===== config.mk =====
export PLATFORM = sky130hd
export DESIGN_NAME = sram16_ctl
export DESIGN_NICKNAME = d
export VERILOG_FILES = /design/src/rtl/sram16_ctl_pkg.sv /design/src/rtl/sram16_lanes.sv /design/src/rtl/sram16_ctl.sv
export SDC_FILE = /design/constraint.sdc
export NUM_CORES = 1
export LEC_CHECK = 0
export BUFFER_PORTS_ARGS = -buffer_cell sky130_fd_sc_hd__buf_4
export CORE_ASPECT_RATIO = 1.1
export CORE_MARGIN = 10
export CORE_UTILIZATION = 45
export CTS_BUF_LIST = sky130_fd_sc_hd__clkbuf_4 sky130_fd_sc_hd__clkbuf_8 sky130_fd_sc_hd__clkbuf_16
export DETAILED_ROUTE_END_ITERATION = 8
export GPL_ROUTABILITY_DRIVEN = 0
export PLACE_DENSITY = 0.8
export SETUP_SLACK_MARGIN = 0.1
export SLEW_MARGIN = 10
export SYNTH_ARGS = -nofsm -noshare
export SYNTH_HDL_FRONTEND = slang
export SYNTH_HIERARCHICAL = 1
export SYNTH_SLANG_ARGS = --single-unit

===== constraint.sdc =====
create_clock -name clk_i -period 2.49 [get_ports clk_i]
set_clock_uncertainty 0.15 [all_clocks]
set_input_delay 0.747 -clock clk_i [delete_from_list [all_inputs] [get_ports clk_i]]
set_output_delay 0.747 -clock clk_i [all_outputs]
set_load 0.05 [all_outputs]

===== src/rtl/sram16_ctl_pkg.sv =====
// Shared types and constants for the 16-bit asynchronous SRAM controller.
package sram16_ctl_pkg;

    // Width of the wait-state counter (WAIT_CYCLES range 0..15)
    localparam int unsigned CNT_W = 4;

    // s_siz_i encodings
    localparam logic SIZ_BYTE  = 1'b0;
    localparam logic SIZ_HWORD = 1'b1;

    // Controller states; ST_TURN is only reachable with the turnaround option
    typedef enum logic [1:0] {
        ST_IDLE   = 2'd0,
        ST_ACCESS = 2'd1,
        ST_ACK    = 2'd2,
        ST_TURN   = 2'd3
    } state_t;

    // Request fields latched when a transaction is accepted
    typedef struct packed {
        logic we;
        logic siz;
        logic lane;
    } req_t;

endpackage


===== src/rtl/sram16_lanes.sv =====
// Byte-lane steering: write replication, read right-justification, UB/LB decode.
module sram16_lanes
    import sram16_ctl_pkg::*;
(
    input  logic        siz,
    input  logic        lane,
    input  logic [15:0] wdata,
    input  logic [15:0] rdata,
    output logic [15:0] wr_dat_c,
    output logic [15:0] rd_dat_c,
    output logic        ub_n_c,
    output logic        lb_n_c
);

    // Steer data and decode lane strobes; a halfword ignores the lane bit
    always_comb begin
        wr_dat_c = wdata;
        rd_dat_c = rdata;
        ub_n_c   = 1'b0;
        lb_n_c   = 1'b0;
        if (siz == SIZ_BYTE) begin
            wr_dat_c = {wdata[7:0], wdata[7:0]};
            if (lane) begin
                rd_dat_c = {8'h00, rdata[15:8]};
                lb_n_c   = 1'b1;
            end else begin
                rd_dat_c = {8'h00, rdata[7:0]};
                ub_n_c   = 1'b1;
            end
        end
    end

endmodule


===== src/rtl/sram16_ctl.sv =====
// 16-bit bus slave driving an asynchronous 16-bit SRAM with UB/LB strobes.
// Optional feature: define SRAM16_CTL_TURNAROUND_EN to insert one idle-bus
// TURN cycle before a write that directly follows a completed read.
module sram16_ctl
    import sram16_ctl_pkg::*;
#(
    parameter int unsigned ADR_W       = 19,
    parameter int unsigned WAIT_CYCLES = 2
) (
    input  logic             clk_i,
    input  logic             reset_i,
    input  logic [63:0]      s_adr_i,
    input  logic             s_cyc_i,
    input  logic             s_stb_i,
    input  logic             s_we_i,
    input  logic             s_siz_i,
    input  logic             s_signed_i,
    input  logic [15:0]      s_dat_i,
    output logic             s_ack_o,
    output logic [15:0]      s_dat_o,
    output logic [ADR_W-1:0] sram_adr_o,
    output logic [15:0]      sram_dat_o,
    output logic             sram_dat_oe_o,
    input  logic [15:0]      sram_dat_i,
    output logic             sram_ce_n_o,
    output logic             sram_oe_n_o,
    output logic             sram_we_n_o,
    output logic             sram_ub_n_o,
    output logic             sram_lb_n_o
);

    localparam logic [CNT_W-1:0] WAIT_LOAD = CNT_W'(WAIT_CYCLES);

    state_t           state;
    req_t             req;
    logic [CNT_W-1:0] cnt;
    logic             abort;
`ifdef SRAM16_CTL_TURNAROUND_EN
    logic             prev_rd;
`endif

    logic             sel_siz;
    logic             sel_lane;
    logic [15:0]      wr_dat_c;
    logic [15:0]      rd_dat_c;
    logic             ub_n_c;
    logic             lb_n_c;

    // Sign handling is done upstream and only the SRAM-sized address slice matters
    logic unused_ok;
    assign unused_ok = ^{s_signed_i, s_adr_i[63:ADR_W+1]};

    // Lane decode follows the incoming request in IDLE, the latched one otherwise
    always_comb begin
        sel_siz  = req.siz;
        sel_lane = req.lane;
        if (state == ST_IDLE) begin
            sel_siz  = s_siz_i;
            sel_lane = s_adr_i[0];
        end
    end

    sram16_lanes u_lanes (
        .siz      (sel_siz),
        .lane     (sel_lane),
        .wdata    (s_dat_i),
        .rdata    (sram_dat_i),
        .wr_dat_c (wr_dat_c),
        .rd_dat_c (rd_dat_c),
        .ub_n_c   (ub_n_c),
        .lb_n_c   (lb_n_c)
    );

    // Transaction FSM with wait-state counter; all bus and SRAM outputs registered
    always_ff @(posedge clk_i) begin
        if (reset_i) begin
            state         <= ST_IDLE;
            req           <= '0;
            cnt           <= '0;
            abort         <= 1'b0;
            s_ack_o       <= 1'b0;
            s_dat_o       <= 16'h0000;
            sram_adr_o    <= '0;
            sram_dat_o    <= 16'h0000;
            sram_dat_oe_o <= 1'b0;
            sram_ce_n_o   <= 1'b1;
            sram_oe_n_o   <= 1'b1;
            sram_we_n_o   <= 1'b1;
            sram_ub_n_o   <= 1'b1;
            sram_lb_n_o   <= 1'b1;
`ifdef SRAM16_CTL_TURNAROUND_EN
            prev_rd       <= 1'b0;
`endif
        end else begin
            s_ack_o <= 1'b0;
            case (state)
                ST_IDLE: begin
                    sram_ce_n_o   <= 1'b1;
                    sram_oe_n_o   <= 1'b1;
                    sram_we_n_o   <= 1'b1;
                    sram_ub_n_o   <= 1'b1;
                    sram_lb_n_o   <= 1'b1;
                    sram_dat_oe_o <= 1'b0;
`ifdef SRAM16_CTL_TURNAROUND_EN
                    prev_rd       <= 1'b0;
`endif
                    if (s_cyc_i && s_stb_i) begin
                        req.we     <= s_we_i;
                        req.siz    <= s_siz_i;
                        req.lane   <= s_adr_i[0];
                        sram_adr_o <= s_adr_i[ADR_W:1];
                        sram_dat_o <= wr_dat_c;
                        cnt        <= WAIT_LOAD;
                        abort      <= 1'b0;
`ifdef SRAM16_CTL_TURNAROUND_EN
                        if (s_we_i && prev_rd) begin
                            state <= ST_TURN;
                        end else begin
                            state         <= ST_ACCESS;
                            sram_ce_n_o   <= 1'b0;
                            sram_oe_n_o   <= s_we_i;
                            sram_we_n_o   <= ~s_we_i;
                            sram_dat_oe_o <= s_we_i;
                            sram_ub_n_o   <= ub_n_c;
                            sram_lb_n_o   <= lb_n_c;
                        end
`else
                        state         <= ST_ACCESS;
                        sram_ce_n_o   <= 1'b0;
                        sram_oe_n_o   <= s_we_i;
                        sram_we_n_o   <= ~s_we_i;
                        sram_dat_oe_o <= s_we_i;
                        sram_ub_n_o   <= ub_n_c;
                        sram_lb_n_o   <= lb_n_c;
`endif
                    end
                end
                ST_ACCESS: begin
                    if (!s_cyc_i) begin
                        abort <= 1'b1;
                    end
                    if (cnt == '0) begin
                        state       <= ST_ACK;
                        sram_oe_n_o <= 1'b1;
                        sram_we_n_o <= 1'b1;
                        sram_ub_n_o <= 1'b1;
                        sram_lb_n_o <= 1'b1;
                        s_ack_o     <= s_cyc_i & ~abort;
                        if (!req.we) begin
                            s_dat_o <= rd_dat_c;
                        end
                    end else begin
                        cnt <= cnt - CNT_W'(1);
                    end
                end
                ST_ACK: begin
                    state         <= ST_IDLE;
                    sram_ce_n_o   <= 1'b1;
                    sram_dat_oe_o <= 1'b0;
`ifdef SRAM16_CTL_TURNAROUND_EN
                    prev_rd       <= ~req.we;
`endif
                end
`ifdef SRAM16_CTL_TURNAROUND_EN
                ST_TURN: begin
                    if (!s_cyc_i) begin
                        abort <= 1'b1;
                    end
                    state         <= ST_ACCESS;
                    sram_ce_n_o   <= 1'b0;
                    sram_oe_n_o   <= req.we;
                    sram_we_n_o   <= ~req.we;
                    sram_dat_oe_o <= req.we;
                    sram_ub_n_o   <= ub_n_c;
                    sram_lb_n_o   <= lb_n_c;
                end
`endif
                default: begin
                    state         <= ST_IDLE;
                    sram_ce_n_o   <= 1'b1;
                    sram_oe_n_o   <= 1'b1;
                    sram_we_n_o   <= 1'b1;
                    sram_ub_n_o   <= 1'b1;
                    sram_lb_n_o   <= 1'b1;
                    sram_dat_oe_o <= 1'b0;
                end
            endcase
        end
    end

endmodule


==> flow_metrics.tcl <==
set metrics [dict create \
    antenna_found_initial 0 \
    period_share_pct 77.9 \
    start_kind "flop" \
    die_h_um 105 \
    netlist_area_mm2 0.00299 \
    worst_slew_pin_slew_ps 707 \
    setup_viol 0 \
    root_buffer "clkbuf_8" \
    ys_ff_latch 68 \
    synth_top_area_share_pct 45.6 \
    hold_path_depth 2 \
    clock-sinks 68 \
    areaGrowthSynthToFinish_pct 33.1 \
    ioPinCount 161 \
    synth_ff_type "dfxtp_1" \
    initial_utilization_pct 45.8 \
    power_density_mw_per_mm2 639 \
    wire_per_inst_um 15.6 \
    worstSetupPathType "flop to flop" \
    hpwlAfterDp_mm 5.90 \
    syn_inst 349 \
    drc 0 \
    hold_viol 0 \
    drtIter0Drc 90 \
    hp-class "flop to flop" \
    drive_gt1_share_pct 35.6 \
    min_from "sram_adr_o[0]$_SDFFE_PP0P_" \
    avgViaCountPerCell 5.16 \
    clk_path_buf_depth 2 \
    ant_nets 0 \
    cp.required_ps 2530 \
    cp.arrival_ps 1970 \
    fin_total_pwr_mw 2.54 \
    cts_tree "done" \
    ir_drop_mv 0.353 \
    cts_hold_buf 0 \
    crit_path_end_kind "flop" \
    rrSetupSlack_ps 550 \
    routed-via-count 2745 \
    die_w_um 97.7 \
    num-nets-final 550 \
    slew_viol_final 0 \
    ys_warn_count 6 \
    grt_use_total_pct 15.5 \
    crit_path_max_fanout 9 \
    period_needed_ps 1940 \
    fmax_mhz 516 \
    synth_top_area_cell "dfxtp_1" \
    rows 31 \
    dr.pass1.iters 4 \
    slew_headroom_pct 52.9 \
    insertedDiodeCount 0 \
    synthTopCellsByCount "78 x nand2_1, 68 x dfxtp_1, 63 x a21oi_1" \
    clock_latency_ps 330 \
    p_leak_nw 1.68 \
    r2r_start "state[1]$_SDFFE_PP0P_" \
    ctsResizeCount 0 \
    r2r_end "s_dat_o[0]$_SDFFE_PP0P_" \
    grt_start_max_net_pins 72 \
    synth-async-reset-ratio_pct 0 \
    core_area_mm2 0.00652 \
    outcome "finished, final reports clean" \
    clkTransAtPathRegs_ps 60 \
    post_cts_buffers 0 \
    grt_overflow 0 \
    hold_path_end "sram_adr_o[0]$_SDFFE_PP0P_" \
    synth_most_common_cell "nand2_1" \
    wl_mm 8.31 \
    synthTopCellsByArea "dfxtp_1 46%, a21oi_1 11%, nand2_1 9.8%" \
    grt_first_pass_wirelength_mm 13.4 \
    grt_pass1_vias 2637 \
    die-area_mm2 0.0103 \
    avgSynthCellArea_um2 8.56 \
    synth_edf_count 0 \
    fin_tns_setup_ps 0 \
    htree_levels 3 \
    reg2regPathDepth 6 \
    synth.distinct_cells 34 \
    place.port_buffers 115 \
    cap_viol_max_count 0 \
    seq_area_frac_synth_pct 45.6 \
    rsz0062_at_grt "no" \
    cts_buffers 9 \
    synthesis.nets 454 \
]
-- placed cells by master, fill, tap and decap left out, drive strengths merged --
cell type and n:
a211oi 1, a21oi 63, a22oi 1, a311oi 1
and2 8, and4bb 1, buf 121, clkbuf 14
clkinv 2, dfxtp 68, ha 2, inv 4
mux2 18, nand2 78, nand2b 5, nand3 1
nand3b 1, nand4b 16, nand4bb 1, nor2 11
nor2b 1, nor3 4, nor3b 1, nor4b 1
o211ai 1, o21ai 20, or3 1, or3b 2
or4 2
-- layout make-up --
class,instances,area (µm²)
clock buffer,14,168
clock inverter,2,10.0
fill,597,2540
inverter,4,15.0
multi-input combinational,241,1400
sequential,68,1360
tap,82,103
timing repair buffer,121,921
-- critical path, stage by stage, from the launching register on --
cell and delay, ps:
dfxtp_1 380, nor2_1 180, mux2_2 370, nand2b_4 230, mux2_4 320, nand4b_1 90
a21oi_1 70
-- power breakdown --
part	internal [mW]	total [mW]	switching, mW
Clock	0.431	0.828	0.397
Combinational	0.215	0.547	0.332
Sequential	1.14	1.17	0.0292
Total	1.78	2.54	0.758
-- kinds of logic after synthesis --
kind of cell | Yosys count | share of synthesized area [%]
adders and majority gates | 2 | 0.838
DFF | 68 | 45.6
buffers and inverters | 40 | 7.79
muxes | 18 | 7.79
AOI/OAI and AO/OA | 87 | 15.0
and+or+nand+nor | 134 | 23.0
-- how the worst max path moves through the flow --
stage | from | end | cells past startpoint | slack, ps
floorplan | s_siz_i | s_dat_o[0]$_SDFFE_PP0P_ | 7 | 390
global placement | s_siz_i | s_dat_o[0]$_SDFFE_PP0P_ | 6 | 350
detailed placement | s_siz_i | s_dat_o[0]$_SDFFE_PP0P_ | 6 | 340
CTS | state[1]$_SDFFE_PP0P_ | s_dat_o[0]$_SDFFE_PP0P_ | 6 | 560
global route | state[1]$_SDFFE_PP0P_ | s_dat_o[5]$_SDFFE_PP0P_ | 6 | 450
finish | state[1]$_SDFFE_PP0P_ | s_dat_o[0]$_SDFFE_PP0P_ | 6 | 550
-- routing by layer --
metal	track usage, %	routed length [µm]	vias to the layer above
met5	0	0	-
met3	6.21	621	13
met4	5.93	160	0
met2	25.1	4060	85
met1	17.9	3470	1275
li1	-	-	1372
-- through the flow --
step	setup slack (ps)	std cells	instance area (µm²)	hold slack, ps	utilization [%]
finish	551	532	3980	303	61.0
floorplan	386	349	2990	271	-
global placement	352	516	3800	284	58.3
global route	446	532	3980	321	61.0
CTS	559	532	3980	306	61.0
detailed placement	342	516	3800	297	58.3
-- sequential cells by signal, indices dropped and copies added (netlist names) --
register       count
sram_we_n_o        1
state              2
sram_dat_oe_o      1
sram_adr_o        19
sram_dat_o        16
abort              1
sram_lb_n_o        1
s_dat_o           16
sram_oe_n_o        1
sram_ce_n_o        1
cnt                4
sram_ub_n_o        1
req                3
s_ack_o            1
(Power assumes the default switching activity.)
